**config.mk**
```make
export PLATFORM = sky130hd
export DESIGN_NAME = serial_fa_adder
export DESIGN_NICKNAME = d
export VERILOG_FILES = /design/src/rtl/serial_fa_adder_pkg.sv /design/src/rtl/serial_fa_adder_fa_cell.sv /design/src/rtl/serial_fa_adder.sv
export SDC_FILE = /design/constraint.sdc
export NUM_CORES = 1
export LEC_CHECK = 0
export ABC_CLOCK_PERIOD_IN_PS = 1590
export CAP_MARGIN = 20
export CORE_MARGIN = 5
export CORE_UTILIZATION = 50
export DETAILED_ROUTE_END_ITERATION = 8
export GPL_ROUTABILITY_DRIVEN = 0
export PLACE_DENSITY = 0.88
export SYNTH_ARGS = -nofsm -noshare
export SYNTH_HDL_FRONTEND = slang
export SYNTH_SLANG_ARGS = --single-unit
```
**constraint.sdc**
```tcl
create_clock -name clk -period 1.59 [get_ports clk]
set_input_delay 0.2385 -clock clk [delete_from_list [all_inputs] [get_ports clk]]
set_output_delay 0.2385 -clock clk [all_outputs]
set_load 0.005 [all_outputs]
```
**src/rtl/serial_fa_adder_pkg.sv**
```systemverilog
// Shared types and constants for the bit-serial full-adder datapath.
//   state_t     : controller states (ST_IDLE, ST_SHIFT, ST_DONE)
//   WIDTH_MAX   : largest supported operand width
//   cnt_width() : bit count for the bit-position counter, able to hold 0..width
package serial_fa_pkg;

    typedef enum logic [1:0] {
        ST_IDLE  = 2'd0,
        ST_SHIFT = 2'd1,
        ST_DONE  = 2'd2
    } state_t;

    localparam int unsigned WIDTH_MAX = 32;

    function automatic int unsigned cnt_width(input int unsigned width);
        return $clog2(width + 1);
    endfunction

endpackage

```
**src/rtl/serial_fa_adder_fa_cell.sv**
```systemverilog
// Purely combinational 1-bit full adder.
//   a, b, cin : addend bits and carry-in
//   s         : sum bit
//   co        : carry-out (majority of the three inputs)
module fa_cell (
    input  logic a,
    input  logic b,
    input  logic cin,
    output logic s,
    output logic co
);

    assign s  = a ^ b ^ cin;
    assign co = (a & b) | (a & cin) | (b & cin);

endmodule

```
**src/rtl/serial_fa_adder.sv**
```systemverilog
// Bit-serial WIDTH-bit adder: one full-adder cell plus a registered carry,
// processing one operand bit per clock, LSB first.
// Optional feature: define SERIAL_FA_OVF_EN to add the signed-overflow output.
//   clk   : rising-edge clock
//   rst   : synchronous active-high reset
//   start : request an operation; accepted only in idle
//   a, b  : operands, captured on an accepted start
//   cin   : carry-in, captured on an accepted start
//   busy  : high while bits are being processed
//   done  : one-cycle pulse when sum/cout (and ovf) are updated
//   sum   : registered result, held until the next operation completes
//   cout  : registered carry-out of the MSB
//   ovf   : registered signed overflow (SERIAL_FA_OVF_EN only)
module serial_fa_adder
    import serial_fa_pkg::*;
#(
    parameter int unsigned WIDTH = 8
) (
    input  logic             clk,
    input  logic             rst,
    input  logic             start,
    input  logic [WIDTH-1:0] a,
    input  logic [WIDTH-1:0] b,
    input  logic             cin,
    output logic             busy,
    output logic             done,
    output logic [WIDTH-1:0] sum,
    output logic             cout
`ifdef SERIAL_FA_OVF_EN
    ,
    output logic             ovf
`endif
);

    localparam int unsigned CW = cnt_width(WIDTH);

    if (WIDTH < 1 || WIDTH > WIDTH_MAX) begin : g_width_check
        $error("serial_fa_adder: WIDTH out of range");
    end

    state_t           state, state_nxt;
    logic [CW-1:0]    count, count_nxt;
    logic             carry, carry_nxt;
    logic [WIDTH-1:0] a_sr, a_sr_nxt;
    logic [WIDTH-1:0] b_sr, b_sr_nxt;
    logic [WIDTH-1:0] sum_sr, sum_sr_nxt;
    logic [WIDTH-1:0] sum_nxt;
    logic             busy_nxt, done_nxt, cout_nxt;
`ifdef SERIAL_FA_OVF_EN
    logic             ovf_nxt;
`endif

    logic             bit_s_c, bit_co_c;
    logic [WIDTH:0]   sum_cat_c;

    // Single shared full-adder cell operating on the current LSBs.
    fa_cell u_fa (
        .a   (a_sr[0]),
        .b   (b_sr[0]),
        .cin (carry),
        .s   (bit_s_c),
        .co  (bit_co_c)
    );

    // New sum bit enters at the MSB; bits [WIDTH:1] are the shifted register.
    assign sum_cat_c = {bit_s_c, sum_sr};

    // Next-state and next-output logic.
    always_comb begin
        state_nxt  = state;
        count_nxt  = count;
        carry_nxt  = carry;
        a_sr_nxt   = a_sr;
        b_sr_nxt   = b_sr;
        sum_sr_nxt = sum_sr;
        sum_nxt    = sum;
        cout_nxt   = cout;
        busy_nxt   = 1'b0;
        done_nxt   = 1'b0;
`ifdef SERIAL_FA_OVF_EN
        ovf_nxt    = ovf;
`endif

        case (state)
            ST_IDLE: begin
                if (start) begin
                    a_sr_nxt  = a;
                    b_sr_nxt  = b;
                    carry_nxt = cin;
                    count_nxt = '0;
                    state_nxt = ST_SHIFT;
                    busy_nxt  = 1'b1;
                end
            end
            ST_SHIFT: begin
                carry_nxt  = bit_co_c;
                a_sr_nxt   = a_sr >> 1;
                b_sr_nxt   = b_sr >> 1;
                sum_sr_nxt = sum_cat_c[WIDTH:1];
                count_nxt  = count + CW'(1);
                if (count == CW'(WIDTH - 1)) begin
                    // Last bit: publish the result together with the done pulse.
                    state_nxt = ST_DONE;
                    done_nxt  = 1'b1;
                    sum_nxt   = sum_cat_c[WIDTH:1];
                    cout_nxt  = bit_co_c;
`ifdef SERIAL_FA_OVF_EN
                    // Carry into the MSB is the carry register on this cycle.
                    ovf_nxt   = carry ^ bit_co_c;
`endif
                end else begin
                    busy_nxt  = 1'b1;
                end
            end
            ST_DONE: begin
                state_nxt = ST_IDLE;
            end
            default: begin
                state_nxt = ST_IDLE;
            end
        endcase
    end

    // State and output registers.
    always_ff @(posedge clk) begin
        if (rst) begin
            state  <= ST_IDLE;
            count  <= '0;
            carry  <= 1'b0;
            a_sr   <= '0;
            b_sr   <= '0;
            sum_sr <= '0;
            sum    <= '0;
            cout   <= 1'b0;
            busy   <= 1'b0;
            done   <= 1'b0;
`ifdef SERIAL_FA_OVF_EN
            ovf    <= 1'b0;
`endif
        end else begin
            state  <= state_nxt;
            count  <= count_nxt;
            carry  <= carry_nxt;
            a_sr   <= a_sr_nxt;
            b_sr   <= b_sr_nxt;
            sum_sr <= sum_sr_nxt;
            sum    <= sum_nxt;
            cout   <= cout_nxt;
            busy   <= busy_nxt;
            done   <= done_nxt;
`ifdef SERIAL_FA_OVF_EN
            ovf    <= ovf_nxt;
`endif
        end
    end

endmodule

```
After elaboration in Yosys (flattened, before gate mapping). Cells that the tools add are included.

Output and inout bits: 11. Register bits: 42.

$add $sub $neg: 1. Bitwise logic cells: 8. Equality and inequality tests: 4. Reduce and logical (&&, ||, !) cells: 6. Multiplexer cells: 15.

Operator list (number): 8-bit one-hot mux with 2 select lines (2); 8-bit 2-to-1 mux (2); 4-bit one-hot mux with 2 select lines (1); 2-bit AND reduction (3); 4-bit by 1-bit adder with 4-bit output, second input constant (1); 4-bit by 3-bit equality test with 1-bit output, second input constant (1); 1-bit 2-to-1 mux (4); 2-bit 2-to-1 mux (2); 4-bit 2-to-1 mux (1); 2-bit != test, second input constant (2); 1-bit one-hot mux with 2 select lines (2); 2-bit one-hot mux with 2 select lines (1); 1-bit bitwise AND (3); 2-bit by 1-bit equality test with 1-bit output, second input constant (1); 2-bit zero test (1); 1-bit OR (2); 2-bit nonzero test (1); 2-bit OR reduction (1); 1-bit XOR (2); 1-bit inverter (1).

Depth between registers and ports, before layout.
Word-level depth: 4. Gate-level depth with buffers: 6. Mapped depth without buffers: 4.

By module. A second synthesis with hierarchy kept.

Cells, all modules: 183. Area total of the unflattened synthesis: 1686.6 sq um.

Modules (own cells, without submodules): serial_fa_adder (times used 1, area an instance 1666.6 sq um, cells each 182); fa_cell (times used 1, area an instance 20.0 sq um, cells each 1).

Least setup slack after synthesis. OpenSTA, ideal clock, no wires.

Path kind: flip-flop to flip-flop. From: reg count[0]. To: reg cout. Slack: 0.293 ns. Data required time: 1.518 ns. Arrival: 1.225 ns. Cell stages (with the launch flop): 5. Library setup time: 0.072 ns. Path through: dfxtp_1 -> ha_1 -> nand4b_1 -> nor2_4 -> mux2i_1.

Word-level cells in the longest chain between the ends: 2.

Ends and longest elaborated chain: from (decl) (line serial_fa_adder.sv:42) `logic [CW-1:0] count, count_nxt;`; from (signal assigned) (line serial_fa_adder.sv:142) `count <= count_nxt;`; 4-bit by 3-bit equality test with 1-bit output (line serial_fa_adder.sv:101) `if (count == CW'(WIDTH - 1)) begin`; 2-bit AND reduction (no source line); to (signal assigned) (line serial_fa_adder.sv:148) `cout <= cout_nxt;`; to (decl) (line serial_fa_adder.sv:28) `output logic cout`.

Every way passes these cells. A chain may end at the register's enable or synchronous reset.

Worst setup path in the final report.
From: reg count[0]. To: reg sum[6].

Word-level cells in the longest chain between the ends: 2.

Ends and longest elaborated chain: 4-bit by 3-bit equality test with 1-bit output (line serial_fa_adder.sv:101); 2-bit AND reduction (no source line); to (signal assigned) (line serial_fa_adder.sv:147) `sum <= sum_nxt;`; to (decl) (line serial_fa_adder.sv:27) `output logic [WIDTH-1:0] sum,`.

Every way passes these cells.

==> impl_metrics.yaml <==
outcome:
  outcome: "finished clean"
power:
  p_int_mw: 1.58
  pwr-share-seq_pct: 54.1
  power_per_cell_area_nw_per_um2: 937
  sw_frac_of_total_pct: 22.7
  p_sw_mw: 0.464
  clkPwrFrac_pct: 34.1
  p_leak_nw: 0.780
  vdd_drop_max_v: 0.000543
  combPwrFrac_pct: 11.7
layout:
  final_nets: 240
  antenna_cells: 0
  final_cell_mix: "40 x dfxtp_1, 30 x clkdlybuf4s50_1, 29 x nor2_1"
  layout_commonest_cell: "dfxtp_1"
  syn2layout_area_growth_pct: 27.2
  fin_util_pct: 65.3
  nFillCells: 296
  drive_above_1_share_pct: 7.76
routing:
  drt-total-wl_um: 3270
  dr.pass1.iters: 4
  wire_per_inst_um: 12.3
  vias: 1393
  drc: 0
  dr.first_iter.drc_count: 76
  routed-wl-met2_um: 1470
  top_layer_used: "met4"
  wl_met3_um: 191
  viasPerCell: 5.26
  met1_length_um: 1530
  ant_nets: 0
global_route:
  antenna_found_initial: 0
  gr-total-overflow: 0
  grt_first_pass_wirelength_um: 5450
  grt_pass1_vias: 1273
  grt_util_all_layers_pct: 15.4
  grt_max_degree: 51
setup_path:
  timing.rr.end: "sum[6]$_SDFFE_PP0P_"
  rr_startpoint: "count[0]$_SDFFE_PP0P_"
  path_class: "flop to flop"
  ff2ff_setup_slack_ns: 0.13
  crit_path_start: "count[0]$_SDFFE_PP0P_"
  crit_path_end: "sum[6]$_SDFFE_PP0P_"
  path_max_fanout: 9
  r2r_cells: 5
  cp.arrival_ns: 1.74
  critPathLaunchType: "flop"
  required_ns: 1.87
  end_kind: "flop"
logic_synthesis:
  avgSynthCellArea_um2: 9.11
  yosysUniqueCellTypes: 30
  yosys_register_bits: 41
  netlist_instances: 188
  ys_warn_count: 0
  netlist_area_um2: 1710
  synth_area_leaders: "dfxtp_1 48%, nand2b_1 7.3%, a211oi_1 6.6%"
  synth_nets: 210
  synth_top_area_cell: "dfxtp_1"
  synth_top_area_share_pct: 47.9
  yosysSeqAreaShare_pct: 47.9
cts:
  cts_tree: "built"
  root_buffer: "clkbuf_4"
  clk_pin_slew_ns: 0.11
  cts_max_level: 2
  cts_num_sinks: 41
  postCtsHoldBufs: 0
  clock_path_buffers: 2
  cts_buffers: 5
  clk_latency_ns: 0.35
timing:
  max_freq_mhz: 683
  hold_viol: 0
  final.setup.worst_slack_ns: 0.127
  min_period_ns: 1.46
  slew_headroom_pct: 69.1
  setup_tns_ns: 0
  timing.hold.ws_ns: 0.467
  clock_skew_ns: 0.0131
  rsz0062_at_grt: "false"
  drv_slew: 0
  worst_pin_slew_ns: 0.463
  finalCritPeriodShare_pct: 92.0
  setup-violations-final: 0
floorplan:
  die_y_um: 68.5
  die_w_um: 68.5
  pin_count: 31
  rows: 21
  fp.coreArea_um2: 3340
  start_util_pct: 51.3
  die_area_um2: 4700
min_path:
  hold_class: "flop to flop"
  min_delay_path_depth: 2
job:
  cap_viol_max_count: 0
placement:
  post-place-ws_ns: 0.0373
  portBuffers: 30
  hpwl_um: 2290
## area by class of cell
class / instances / area, µm² / area share, %
clock inverters: 1 / 30.0 / 1.38
inverters: 2 / 7.51 / 0.344
clock buffers: 7 / 55.1 / 2.53
repair buffers: 37 / 390 / 17.9
flip-flops and latches: 41 / 822 / 37.7
multi-input cells: 131 / 817 / 37.5
well taps: 46 / 57.6 / 2.64
## stage by stage
step	cells	power [mW]	area (µm²)
floorplan	188	1.27	1710
global placement	256	1.36	2070
detailed placement	256	1.37	2070
CTS	264	2.07	2160
global route	265	2.13	2180
finish	265	2.04	2180
## power groups by stage
stage | Sequential (mW) | Combinational [mW] | Clock, mW
after global routing | 1.11 | 0.267 | 0.753
after CTS | 1.11 | 0.241 | 0.720
after floorplan | 1.12 | 0.148 | 0
final | 1.11 | 0.240 | 0.698
after detailed placement | 1.13 | 0.240 | 0
after global placement | 1.13 | 0.235 | 0
## worst max-delay path, stage by stage, from the launching register on
cell      delay [ns]
dfxtp_1         0.40
ha_1            0.21
nand4b_1        0.26
nor2_4          0.20
buf_12          0.15
mux2i_1         0.19
## per-layer routing
metal  up-vias  track usage (%)
li1        711                -
met5         -                0
met2        40             24.2
met4         0             7.44
met3        10             4.21
met1       632             19.5
## worst min-delay path by stage
stage,startpoint,to,slack (ns)
after floorplan,a[7],a_sr[7]$_SDFFE_PP0P_,0.39
after global placement,sum_sr[1]$_SDFFE_PP0P_,sum_sr[1]$_SDFFE_PP0P_,0.44
after detailed placement,sum_sr[1]$_SDFFE_PP0P_,sum_sr[1]$_SDFFE_PP0P_,0.45
after CTS,sum_sr[1]$_SDFFE_PP0P_,sum_sr[1]$_SDFFE_PP0P_,0.47
after global routing,sum[3]$_SDFFE_PP0P_,sum[3]$_SDFFE_PP0P_,0.50
final,sum_sr[1]$_SDFFE_PP0P_,sum_sr[1]$_SDFFE_PP0P_,0.47
## cells in the mapped netlist
master      n
buf_1       1
nand3_1     1
buf_4       1
a211oi_2    1
buf_2       3
nand4b_1    1
or3_1       1
o2bb2ai_1   8
o21bai_1    1
o22ai_1     7
clkbuf_1    8
fa_1        1
o21ai_0     1
a21oi_1     8
mux2i_1    10
ha_1        1
nor2b_1     1
dfxtp_1    41
o21ba_1     1
nand2b_1   20
nor3b_1     1
inv_1       2
nor2_1     29
a22oi_1     3
nor3_1      3
buf_6       1
nor2_4      1
a211oi_1   15
nand2_1    15
o211a_1     1
## kinds of logic after synthesis
| logic type | share of synthesized area [%] |
|---|---|
| compound gates | 19.5 |
| fa+ha+maj | 1.90 |
| flops | 47.9 |
| mux | 5.84 |
| simple gates | 20.5 |
| buf+inv | 4.38 |
## what timing repair did
| action | in CTS | in global routing |
|---|---|---|
| gates resized for setup | 0 | 1 |
| setup endpoints to repair | 0 | 12 |
| setup buffers | 0 | 1 |
## state kept, by name, summed over array words and instances, names as in the netlist, 2 cells and up
register and cells:
a_sr 8, b_sr 8, state 2, sum_sr 7, count 4, sum 8
Note: power is estimated with default switching activity, not from simulation.
